`config.mk`:
```
export PLATFORM = sky130hd
export DESIGN_NAME = gsim_fetch_ctrl
export DESIGN_NICKNAME = d
export VERILOG_FILES = /design/src/rtl/gsim_pkg.sv /design/src/rtl/gsim_fetch_fifo.sv /design/src/rtl/gsim_fetch_ctrl.sv
export SDC_FILE = /design/constraint.sdc
export NUM_CORES = 1
export LEC_CHECK = 0
export CORE_MARGIN = 3
export CORE_UTILIZATION = 30
export DETAILED_ROUTE_END_ITERATION = 8
export PLACE_DENSITY = 0.54
export SKIP_LAST_GASP = 1
export SLEW_MARGIN = 20
export SYNTH_ARGS = -nofsm -noshare
export SYNTH_HDL_FRONTEND = slang
export SYNTH_HIERARCHICAL = 1
export SYNTH_SLANG_ARGS = --single-unit
```
`constraint.sdc`:
```
create_clock -name i_clk -period 20 [get_ports i_clk]
set_input_delay 3 -clock i_clk [delete_from_list [all_inputs] [get_ports i_clk]]
set_output_delay 3 -clock i_clk [all_outputs]
set_load 0.1 [all_outputs]
```
`src/rtl/gsim_pkg.sv`:
```
// Shared constants and types for the Gauss-Seidel matrix fetch sequencer.
package gsim_pkg;

   localparam int ROWS           = 16;        // rows per matrix; b sits at word offset ROWS
   localparam int WPM            = ROWS + 1;  // memory words per matrix
   localparam int AW             = 10;        // memory address width
   localparam int DW             = 256;       // memory word width
   localparam int NUM_ITER_DEF   = 20;        // default row sweeps per matrix
   localparam int FIFO_DEPTH_DEF = 4;         // default return-buffer depth

   typedef enum logic [1:0] {
      IDLE  = 2'd0,
      ISSUE = 2'd1,
      DRAIN = 2'd2,
      DONE  = 2'd3
   } state_t;

   // Tag travelling alongside each outstanding read; MSB-first field order.
   typedef struct packed {
      logic       is_b;
      logic [3:0] row_idx;
      logic [3:0] mat_idx;
      logic       sweep_last;
      logic       last;
   } tag_t;

   localparam int TAG_W = $bits(tag_t);

endpackage

```
`src/rtl/gsim_fetch_fifo.sv`:
```
// First-word-fall-through FIFO; head entry is visible on o_data whenever !o_empty.
// DEPTH must be a power of two and at least 2.
module gsim_fetch_fifo #(
   parameter int WIDTH = 8,
   parameter int DEPTH = 4
) (
   input  logic             i_clk,
   input  logic             i_reset,
   input  logic             i_push,
   input  logic [WIDTH-1:0] i_data,
   input  logic             i_pop,
   output logic [WIDTH-1:0] o_data,
   output logic             o_full,
   output logic             o_empty
);

   localparam int PW = $clog2(DEPTH);

   logic [WIDTH-1:0] mem_q [DEPTH];
   logic [PW:0]      wr_ptr_q, wr_ptr_d;
   logic [PW:0]      rd_ptr_q, rd_ptr_d;

   // Extra pointer MSB distinguishes full from empty when the indices match.
   assign o_empty = (wr_ptr_q == rd_ptr_q);
   assign o_full  = (wr_ptr_q[PW] != rd_ptr_q[PW]) &&
                    (wr_ptr_q[PW-1:0] == rd_ptr_q[PW-1:0]);
   assign o_data  = mem_q[rd_ptr_q[PW-1:0]];

   // Pointer advance; pushes into a full FIFO and pops from an empty one are ignored.
   always_comb begin
      wr_ptr_d = wr_ptr_q;
      rd_ptr_d = rd_ptr_q;
      if (i_push && !o_full)  wr_ptr_d = wr_ptr_q + {{PW{1'b0}}, 1'b1};
      if (i_pop  && !o_empty) rd_ptr_d = rd_ptr_q + {{PW{1'b0}}, 1'b1};
   end

   // Pointer registers.
   always_ff @(posedge i_clk or negedge i_reset) begin
      if (!i_reset) begin
         wr_ptr_q <= '0;
         rd_ptr_q <= '0;
      end else begin
         wr_ptr_q <= wr_ptr_d;
         rd_ptr_q <= rd_ptr_d;
      end
   end

   // Storage is data-only and needs no reset; pointers define validity.
   always_ff @(posedge i_clk) begin
      if (i_push && !o_full) mem_q[wr_ptr_q[PW-1:0]] <= i_data;
   end

endmodule

```
`src/rtl/gsim_fetch_ctrl.sv`:
```
// Read sequencer for the Gauss-Seidel matrix memory: per matrix one b word, then
// NUM_ITER sweeps of rows 0..ROWS-1, each word tagged and streamed to the datapath.
// Handshakes: a transfer happens on a cycle where valid && ready are both high at
// the rising edge; a valid (rreq / row_vld) is never withdrawn and its payload never
// changes until that transfer occurs.
module gsim_fetch_ctrl
   import gsim_pkg::*;
#(
   parameter int NUM_ITER   = NUM_ITER_DEF,
   parameter int FIFO_DEPTH = FIFO_DEPTH_DEF
) (
   input  logic          i_clk,
   input  logic          i_reset,
   input  logic          i_module_en,
   input  logic [4:0]    i_matrix_num,
   output logic          o_busy,
   output logic          o_done,
   output logic          o_err,
   output logic          o_mem_rreq,
   output logic [AW-1:0] o_mem_addr,
   input  logic          i_mem_rrdy,
   input  logic [DW-1:0] i_mem_dout,
   input  logic          i_mem_dout_vld,
   output logic          o_row_vld,
   input  logic          i_row_rdy,
   output logic [DW-1:0] o_row_data,
   output logic          o_row_is_b,
   output logic [3:0]    o_row_idx,
   output logic [3:0]    o_mat_idx,
   output logic          o_sweep_last,
   output logic          o_last
);

   localparam int SW = (NUM_ITER > 1) ? $clog2(NUM_ITER) : 1;
   localparam int CW = $clog2(FIFO_DEPTH) + 1;

   state_t          state_q, state_d;
   logic [CW-1:0]   cnt_q, cnt_d;
   logic [4:0]      num_q, num_d;
   logic [3:0]      mat_q, mat_d;
   logic [AW-1:0]   base_q, base_d;
   logic [3:0]      row_q, row_d;
   logic [SW-1:0]   sweep_q, sweep_d;
   logic            in_b_q, in_b_d;
   logic            err_q, err_d;

   logic            accept, pop, busy;
   logic            last_row, last_sweep, last_mat;
   logic            tag_full, tag_empty, data_full, data_empty;
   tag_t            req_tag, head_tag;
   logic [AW-1:0]   req_addr;
   logic [DW-1:0]   head_data;

   assign busy       = (state_q == ISSUE) || (state_q == DRAIN);
   assign last_row   = (row_q == 4'(ROWS - 1));
   assign last_sweep = (sweep_q == SW'(NUM_ITER - 1));
   assign last_mat   = ({1'b0, mat_q} == (num_q - 5'd1));

   // Credit limit keeps accepted-but-unpopped words within the return buffer.
   assign o_mem_rreq = (state_q == ISSUE) && (cnt_q < CW'(FIFO_DEPTH)) && !tag_full;
   assign accept     = o_mem_rreq && i_mem_rrdy;
   assign o_row_vld  = !data_empty && !tag_empty;
   assign pop        = o_row_vld && i_row_rdy;

   // Address and tag of the next request, derived from the sequencing counters.
   always_comb begin
      req_tag            = '0;
      req_tag.is_b       = in_b_q;
      req_tag.row_idx    = in_b_q ? 4'd0 : row_q;
      req_tag.mat_idx    = mat_q;
      req_tag.sweep_last = !in_b_q && last_row && last_sweep;
      req_tag.last       = !in_b_q && last_row && last_sweep && last_mat;
      req_addr           = base_q + (in_b_q ? AW'(ROWS) : {{(AW-4){1'b0}}, row_q});
   end

   assign o_mem_addr = o_mem_rreq ? req_addr : '0;

   gsim_fetch_fifo #(.WIDTH(TAG_W), .DEPTH(FIFO_DEPTH)) u_tag_fifo (
      .i_clk   (i_clk),
      .i_reset (i_reset),
      .i_push  (accept),
      .i_data  (req_tag),
      .i_pop   (pop),
      .o_data  (head_tag),
      .o_full  (tag_full),
      .o_empty (tag_empty)
   );

   // Returns are only buffered during a job so stale data after an abort is dropped.
   gsim_fetch_fifo #(.WIDTH(DW), .DEPTH(FIFO_DEPTH)) u_data_fifo (
      .i_clk   (i_clk),
      .i_reset (i_reset),
      .i_push  (i_mem_dout_vld && busy),
      .i_data  (i_mem_dout),
      .i_pop   (pop),
      .o_data  (head_data),
      .o_full  (data_full),
      .o_empty (data_empty)
   );

   // Stream outputs read zero whenever no word is presented.
   always_comb begin
      o_row_data   = o_row_vld ? head_data : '0;
      o_row_is_b   = o_row_vld && head_tag.is_b;
      o_row_idx    = o_row_vld ? head_tag.row_idx : 4'd0;
      o_mat_idx    = o_row_vld ? head_tag.mat_idx : 4'd0;
      o_sweep_last = o_row_vld && head_tag.sweep_last;
      o_last       = o_row_vld && head_tag.last;
   end

   // Next-state logic: FSM, request sequencing counters, credit and error flag.
   always_comb begin
      state_d = state_q;
      cnt_d   = cnt_q;
      num_d   = num_q;
      mat_d   = mat_q;
      base_d  = base_q;
      row_d   = row_q;
      sweep_d = sweep_q;
      in_b_d  = in_b_q;
      err_d   = err_q | (i_mem_dout_vld && data_full);
      o_busy  = busy;
      o_done  = (state_q == DONE);

      case ({accept, pop})
         2'b10:   cnt_d = cnt_q + 1'b1;
         2'b01:   cnt_d = cnt_q - 1'b1;
         default: cnt_d = cnt_q;
      endcase

      case (state_q)
         IDLE: begin
            if (i_module_en) begin
               num_d   = i_matrix_num;
               mat_d   = 4'd0;
               base_d  = '0;
               row_d   = 4'd0;
               sweep_d = '0;
               in_b_d  = 1'b1;
               state_d = (i_matrix_num == 5'd0) ? DONE : ISSUE;
            end
         end
         ISSUE: begin
            if (accept) begin
               if (in_b_q) begin
                  in_b_d  = 1'b0;
                  row_d   = 4'd0;
                  sweep_d = '0;
               end else if (!last_row) begin
                  row_d = row_q + 4'd1;
               end else begin
                  row_d = 4'd0;
                  if (!last_sweep) begin
                     sweep_d = sweep_q + 1'b1;
                  end else if (last_mat) begin
                     state_d = DRAIN;
                  end else begin
                     mat_d   = mat_q + 4'd1;
                     base_d  = base_q + AW'(WPM);
                     sweep_d = '0;
                     in_b_d  = 1'b1;
                  end
               end
            end
         end
         DRAIN: begin
            if (cnt_q == '0) state_d = DONE;
         end
         DONE: begin
            state_d = IDLE;
         end
         default: begin
            state_d = IDLE;
         end
      endcase
   end

   // State and counter registers.
   always_ff @(posedge i_clk or negedge i_reset) begin
      if (!i_reset) begin
         state_q <= IDLE;
         cnt_q   <= '0;
         num_q   <= 5'd0;
         mat_q   <= 4'd0;
         base_q  <= '0;
         row_q   <= 4'd0;
         sweep_q <= '0;
         in_b_q  <= 1'b0;
         err_q   <= 1'b0;
      end else begin
         state_q <= state_d;
         cnt_q   <= cnt_d;
         num_q   <= num_d;
         mat_q   <= mat_d;
         base_q  <= base_d;
         row_q   <= row_d;
         sweep_q <= sweep_d;
         in_b_q  <= in_b_d;
         err_q   <= err_d;
      end
   end

   assign o_err = err_q;

endmodule

```
==> results.cfg <==
[clock_network]
cts_tree = done
post_cts_resized = 0
numCtsBuffers = 119
clk_latency_ns = 0.75
cts_hold_repair.buffers = 0
numClockSinks = 1115
cts_root_buf = clkbuf_16
post_cts_buffers = 0
path_clk_slew_ns = 0.05
cts_buffer_depth = 3
h-tree-depth = 3

[logic_synthesis]
ys_seq_elements = 1115
yosysUniqueCellTypes = 59
synth_compound_area_frac = 0.0143
synth-xor-area-share = 0.00932
synth-edff-count = 1068
seq_area_frac_synth = 0.760
syn_avg_cell_area_um2 = 21.3
yosys.area_share.simple = 0.0519
synth_top_flop_cell = edfxtp_1
syn_area_um2 = 43800
synth_fa_ha_area_frac = 0.00835
yosysWarningCount = 6
postSynthCellCount = 2054
synthArstFlopShare = 0.0422
synth_top_family_by_area = multiplexers
synth_top_cell_by_area = edfxtp_1
synth_nets = 2349
synth_area_leaders = edfxtp_1 73%, mux4_2 14%, and2_1 3.9%, dfrtp_1 2.7%, ha_1 0.74%
synth_top_cell_area_share = 0.733
synthMuxAreaShare = 0.140

[worst_setup_path]
critPathTopFamily = buffers and inverters
reg2reg_to = u_data_fifo/mem_q[2][136]$_DFFE_PP_
worstPathMaxFanout = 78
cp_common_cell = buf_4
crit_chain = xnor2_2, nand2_1, nor2_1, nor2_4, buf_4, buf_4, and2_1, clkdlybuf4s50_1
critPathCaptureType = primary output
crit_required_ns = 17.00
reg2reg_from = u_data_fifo/rd_ptr_q[0]$_DFFE_PN0P_
critical_path_class = flop to primary output
r2r_cells = 5
cp_slowest_cell = clkdlybuf4s50_1
ff2ff_setup_slack_ns = 15.32
worstSetupStartpointType = flop
cp.arrival_ns = 5.39
cpPeakStageDelay_ns = 1.15
worst-path-buf-inv = 3

[global_route]
grt_pass1_wl_um = 156000
track_usage = 0.138
grt_max_degree = 96
antenna_found_initial = 20
grt-ovfl-total = 0
grt_pass1_vias = 23644

[die]
die_w_um = 388
ios = 549
start_util = 0.304
die-area_um2 = 151000
core_um2 = 144000
chipHeight_um = 388
row_count = 139

[finish]
seqCellArea_um2 = 33300
filler_cell_count = 13048
nets = 2951
final_common_cell = edfxtp_1
final_cell_mix = 1,068 x edfxtp_1, 545 x clkdlybuf4s50_1, 275 x and2_1, 267 x mux4_2, 119 x clkbuf_16
syn_to_final_growth_pct = 26.4
layout-drive-gt1-share = 0.181
multiInputGateArea_um2 = 9830

[job]
cap_violations = 0

[sta]
clock.fmax_mhz = 119
tns_ns = 0
finalClockSkew_ns = 0.0592
hold_viol = 0
rsz0062_at_grt = false
maxSlewViolCount = 0
maxSlewHeadroom = 0.213
period_share = 0.419
finalSetupViolCount = 0
post-route-min-period_ns = 8.39
worstMarginPinSlew_ns = 1.18

[route]
first_iter_violations = 1349
drc = 0
wl_um = 105000
first_pass_iters = 9
ant_nets = 0
vias_per_cell = 4.64
vias = 21652
wire_per_inst_um = 22.6

[hold_path]
hold_class = flop to flop
hold_path_end = o_err$_DFF_PN0_
hold_start = o_err$_DFF_PN0_
worstHoldPathCells = 1

[placement]
hpwlAfterDp_um = 66000
gp_congestion = 0.752
numPortBuffers = 548

[outcome]
status = finished clean
synthesized netlist by cell type (all sizes together), types with 16 or more instances:
library cell	n
xor2	16
nor2	30
buf	61
clkbuf	35
dfrtp	47
a21oi	16
ha	26
edfxtp	1068
inv	30
xnor2	25
nand2	31
mux4	267
and2	275
o21ai	16
cell families (layout without fill, tap and decap cells):
family                   after synthesis  after routing
flip-flops                          1115           1115
AND/OR/NAND/NOR                      388            388
multiplexers                         277            277
buffers and inverters                126            831
AO/OA/AOI/OAI                         79             79
XOR/XNOR                              41             41
adder cells (fa/ha/maj)               28             28
other                                  0              6
per-stage QoR:
| stage | instances | cell area [um^2] | util | hold WS [ns] | worst slack (ns) |
|---|---|---|---|---|---|
| 2_1_floorplan | 2054 | 43800 | - | 0.461 | 8.41 |
| 3_3_place_gp | 4437 | 51300 | 0.356 | 0.441 | 11.81 |
| 3_5_place_dp | 4437 | 51300 | 0.356 | 0.448 | 11.65 |
| 4_1_cts | 4661 | 55300 | 0.383 | 0.461 | 10.83 |
| 5_1_grt | 4663 | 55300 | 0.383 | 0.472 | 11.08 |
| 6_report | 4668 | 55300 | 0.384 | 0.461 | 11.61 |
metal layers:
metal,share of wire,vias up,GRT usage
met5,0.0020,-,0
met4,0.021,26,0.0356
met2,0.50,633,0.234
met1,0.41,11346,0.174
li1,-,9487,-
met3,0.070,160,0.0410
layout make-up:
cell class	count	area share
clock inverters	73	0.0156
inverters	30	0.00204
well taps	1903	0.0431
diodes	6	0.000271
clock buffers	151	0.0562
multi-input cells	813	0.178
flip-flops and latches	1115	0.601
repair buffers	577	0.104
sequential cells by signal (all words and copies together) (netlist names):
register,flops
in_b_q,1
u_tag_fifo/wr_ptr_q,3
row_q,4
base_q,10
sweep_q,5
u_tag_fifo/rd_ptr_q,3
u_data_fifo/mem_q,1024
num_q,5
state_q,2
u_data_fifo/rd_ptr_q,3
o_err,1
mat_q,4
u_data_fifo/wr_ptr_q,3
cnt_q,3
u_tag_fifo/mem_q,44
how the worst max path moves through the flow:
stage                                       startpoint                           endpoint  cells after the start
global placement    u_tag_fifo/rd_ptr_q[0]$_DFFE_PN0P_                    o_row_data[181]                      8
floorplan                               i_mem_dout_vld  u_data_fifo/mem_q[3][0]$_DFFE_PP_                      3
finish              u_tag_fifo/rd_ptr_q[0]$_DFFE_PN0P_                    o_row_data[181]                      8
CTS                 u_tag_fifo/rd_ptr_q[0]$_DFFE_PN0P_                    o_row_data[181]                      8
detailed placement  u_tag_fifo/rd_ptr_q[0]$_DFFE_PN0P_                    o_row_data[181]                      8
global route        u_tag_fifo/rd_ptr_q[0]$_DFFE_PN0P_                    o_row_data[181]                      8
Power is not shown: default switching activity piles up to over one toggle a cycle in this logic, so the estimate is an artifact.
==> RTL edit 1 (config.mk and constraints unchanged) <==
`DW`: 256 -> 512.
--- a/src/rtl/gsim_pkg.sv
+++ b/src/rtl/gsim_pkg.sv
@@ -4,7 +4,7 @@
    localparam int ROWS           = 16;        // rows per matrix; b sits at word offset ROWS
    localparam int WPM            = ROWS + 1;  // memory words per matrix
    localparam int AW             = 10;        // memory address width
-   localparam int DW             = 256;       // memory word width
+   localparam int DW             = 512;       // memory word width
    localparam int NUM_ITER_DEF   = 20;        // default row sweeps per matrix
    localparam int FIFO_DEPTH_DEF = 4;         // default return-buffer depth
 
Interface: changed (resized i_mem_dout and o_row_data); port bits go from 549 to 1061. No check against the original RTL was run, so the function may have changed too.
==> RTL edit 1 against the original RTL <==
Wire length up 110%. Worst setup slack worse by 2.1 ns. Final area up 89%. Synthesized cell count up 80%. Clock skew down 0.016 ns. Sequential share of layout area up 1.2 points. Final cell count up 85%. Synthesized area up 88%. Sequential cell count up 1024. Via count up 87%.
Power is left out: the tool's default activity adds up to more than one toggle a clock period on the data nets, which glitch-free logic cannot reach.
==> RTL edit 1: results <==
metrics = {
    "outcome": {
        "status": "complete, no violations",
    },
    "place": {
        "placed_cells": 8195,
        "gp_congestion": 0.7697,
        "io_buffers": 1060,
        "dpl_cell_area_um2": 96970,
        "hpwl_um": 137400,
        "preCtsSetupSlack_ns": 9.965,
    },
    "synth": {
        "synth_area_leaders": "edfxtp_1 (76%), mux4_2 (14%), and2_1 (4.0%)",
        "synthesis.nets": 4244,
        "synthDistinctLibCells": 61,
        "yosys-top-cells-count": "edfxtp_1 (2092), and2_1 (531), mux4_2 (523)",
        "synth-edff-count": 2092,
        "yosysWarnings": 6,
        "yosysSeqAreaShare": 0.7783,
        "async_flop_share": 0.02197,
        "syn_avg_cell_area_um2": 22.27,
    },
    "grt": {
        "grt_antenna_before_repair": 73,
        "grt_max_degree": 156,
        "grt_pass1_wl_um": 312700,
        "grt_use_total": 0.1505,
        "grt_pass1_vias": 42830,
    },
    "critical_path": {
        "r2r_setup_slack_ns": 14.61,
        "slowest_stage": "clkdlybuf4s50_1",
        "critPathMaxFanout": 77,
        "slowest_delay_ns": 1.17,
        "crit_arrival_ns": 7.52,
    },
    "clock_tree": {
        "post_cts_buffers": 0,
        "insertion_delay_ns": 0.87,
        "cts_inserted_buffers": 229,
        "htreeDepth": 4,
        "cts_resized": 0,
        "cts-root-buf": "clkbuf_16",
        "cts_buffer_depth": 4,
        "clk_pin_slew_ns": 0.06,
    },
    "worst_hold_path": {
        "hp-class": "reg -> reg",
    },
    "final_layout": {
        "drive_gt1_frac": 0.1881,
        "filler_cell_count": 24480,
        "largest_reg_flops": 2048,
        "nets": 5407,
    },
    "route": {
        "drt_iter0_markers": 2928,
        "wirelength_um": 216100,
        "vias": 40420,
        "vias_per_cell": 4.676,
        "drt_first_pass_iters": 5,
    },
    "timing": {
        "worstMarginPinSlew_ns": 1.199,
        "fin_worst_skew_ns": 0.04364,
        "whs_ns": 0.5032,
        "fin_ws_ns": 9.483,
    },
}
==> RTL edit 1: final cells by class <==
class                   instances  area (um^2)  area share
clock buffers                 276         5907     0.05662
repair buffers               1117        11150      0.1069
clock inverters               143         1368     0.01311
flip-flops and latches       2139        64000      0.6135
inverters                      24        90.09   0.0008636
diodes                         30        75.07   0.0007196
multi-input cells            1345        17260      0.1654
well taps                    3570         4467     0.04282
==> RTL edit 1: path summary, 6_finish.rpt <==
check / start / endpoint / cells after the start
setup / recovery: u_tag_fifo/rd_ptr_q[0] / o_row_data[143] / 10
setup reg to reg: u_data_fifo/rd_ptr_q[0] / u_data_fifo/mem_q[0][392] / 6
min in group asynchronous: i_reset / num_q[4] / 2
max in group asynchronous: i_reset / u_data_fifo/rd_ptr_q[0] / 2
hold / removal: sweep_q[4] / sweep_q[4] / 1
hold reg to reg: sweep_q[4] / sweep_q[4] / 1
==> RTL edit 1: logic make-up (layout without fill, tap and decap cells) <==
logic type / Yosys count / count (layout) / synth area share
other: 0 / 30 / 0
DFF: 2139 / 2139 / 0.7783
adders and majority gates: 28 / 28 / 0.004443
xor gates and xnor gates: 27 / 27 / 0.003241
AOI/OAI and AO/OA: 89 / 89 / 0.007745
muxes: 535 / 535 / 0.1448
and+or+nand+nor: 666 / 666 / 0.04915
buffers and inverters: 209 / 1560 / 0.01233
==> RTL edit 1: routing by layer <==
layer  global-route usage  vias up  share of wire
li1                     -    17500              -
met1               0.1881    21290           0.40
met2               0.2412     1198           0.48
met3              0.05755      375          0.092
met4              0.04757       58          0.030
met5                    0        -         0.0017
==> RTL edit 1: worst max-delay path, delay by kind of cell, from the launching register on <==
kind | cells | cell delay (ns)
buffers and inverters | 5 | 3.75
and+or+nand+nor | 4 | 1.35
xor gates and xnor gates | 1 | 0.29
DFF | 1 | 0.96
==> RTL edit 2 (config.mk and constraints unchanged) <==
Without the edit above. Put one more register stage on the output `o_err`, without a reset. The value now appears one clock later. The other outputs are not delayed to match.
--- a/src/rtl/gsim_fetch_ctrl.sv
+++ b/src/rtl/gsim_fetch_ctrl.sv
@@ -200,7 +200,9 @@
       end
    end
 
-   assign o_err = err_q;
+   always_ff @(posedge i_clk) begin
+      o_err <= err_q;
+   end
 
 endmodule
 
Check against the original RTL: same outputs for any inputs over 4 cycles, from zero or initial values and one cycle with i_reset low; that may be too few to reach the edited logic, so the function may still have changed.
==> RTL edit 2 against the original RTL <==
Non-clock buffer count fell by 1. Synthesized area up 0.66%. Worst hold slack worse by 0.085 ns. Worst setup slack got worse by 0.45 ns. Via count up 2.0%. Sequential share of layout area decreased by 0.10 points. Sequential cell count increased by 1. Final area rose by 0.23%. First-iteration DRC count up 0.59%. Wire length grew 1.1%. Largest cell class unchanged.
Power is not shown: default switching activity piles up to over one toggle a cycle in this logic, so the estimate is an artifact.
==> RTL edit 2: results <==
metrics = {
    "outcome": {
        "status": "complete, no violations",
    },
    "critical_path": {
        "r2r_setup_slack_ns": 15.93,
        "critPathMaxFanout": 38,
        "slowest_delay_ns": 0.98,
        "timing.rr.start": "u_tag_fifo/rd_ptr_q[0]",
        "r2r_end": "cnt_q[2]",
        "crit_arrival_ns": 5.84,
    },
    "synth": {
        "yosysSeqAreaShare": 0.7551,
        "synthDistinctLibCells": 67,
        "yosys-top-cells-count": "edfxtp_1 (1068), and2_1 (278), mux4_2 (267)",
        "synth_compound_area_frac": 0.01531,
        "synthesis.nets": 2395,
        "syn_avg_cell_area_um2": 20.98,
        "synthXorXnorAreaFrac": 0.006277,
        "synth_area_leaders": "edfxtp_1 (73%), mux4_2 (14%), and2_1 (3.9%)",
        "async_flop_share": 0.04211,
    },
    "place": {
        "hpwl_um": 65450,
        "dpl_cell_area_um2": 51570,
    },
    "worst_hold_path": {
        "hold_path_depth": 0,
        "hold_path_startpoint": "err_q",
    },
    "grt": {
        "grt_use_total": 0.1386,
        "grt_pass1_vias": 23750,
        "grt_use_met3": 0.04434,
        "use_met1": 0.1701,
        "grt_use_met2": 0.2331,
        "grt_pass1_wl_um": 158100,
        "grt_max_degree": 182,
    },
    "final_layout": {
        "filler_cell_count": 13150,
        "final_cells": 4710,
        "nets": 2988,
        "drive_gt1_frac": 0.1780,
    },
    "clock_tree": {
        "cts_inserted_buffers": 118,
    },
    "timing": {
        "whs_ns": 0.3760,
        "fin_crit_ns": 8.839,
        "fin_worst_skew_ns": 0.04687,
    },
    "route": {
        "wl_met3_um": 7617,
        "drt_iter0_markers": 1357,
        "wire_per_inst_um": 22.62,
        "wl_met2_um": 53420,
        "vias": 22090,
    },
}
## RTL edit 2: layout make-up
class / instances / area [um^2] / area share
Clock buffer: 137 / 3045 / 0.05494
Multi-Input combinational cell: 855 / 10070 / 0.1817
Sequential cell: 1116 / 33270 / 0.6003
Clock inverter: 82 / 749.5 / 0.01352
Timing Repair Buffer: 576 / 5773 / 0.1041
Antenna cell: 15 / 37.54 / 0.0006772
Inverter: 26 / 97.59 / 0.001761
Tap cell: 1903 / 2381 / 0.04296
## RTL edit 2: worst max-delay path by stage
stage,startpoint,endpoint,slack [ns],cells after the start
floorplan,i_mem_dout_vld,u_data_fifo/mem_q[3][0],8.41,3
global placement,u_data_fifo/rd_ptr_q[0],o_row_data[157],11.60,6
detailed placement,u_data_fifo/rd_ptr_q[0],o_row_data[157],11.57,6
CTS,u_data_fifo/rd_ptr_q[0],o_row_data[157],10.77,6
global route,u_data_fifo/rd_ptr_q[0],o_row_data[157],10.55,6
finish,u_data_fifo/rd_ptr_q[0],o_row_data[157],11.16,6
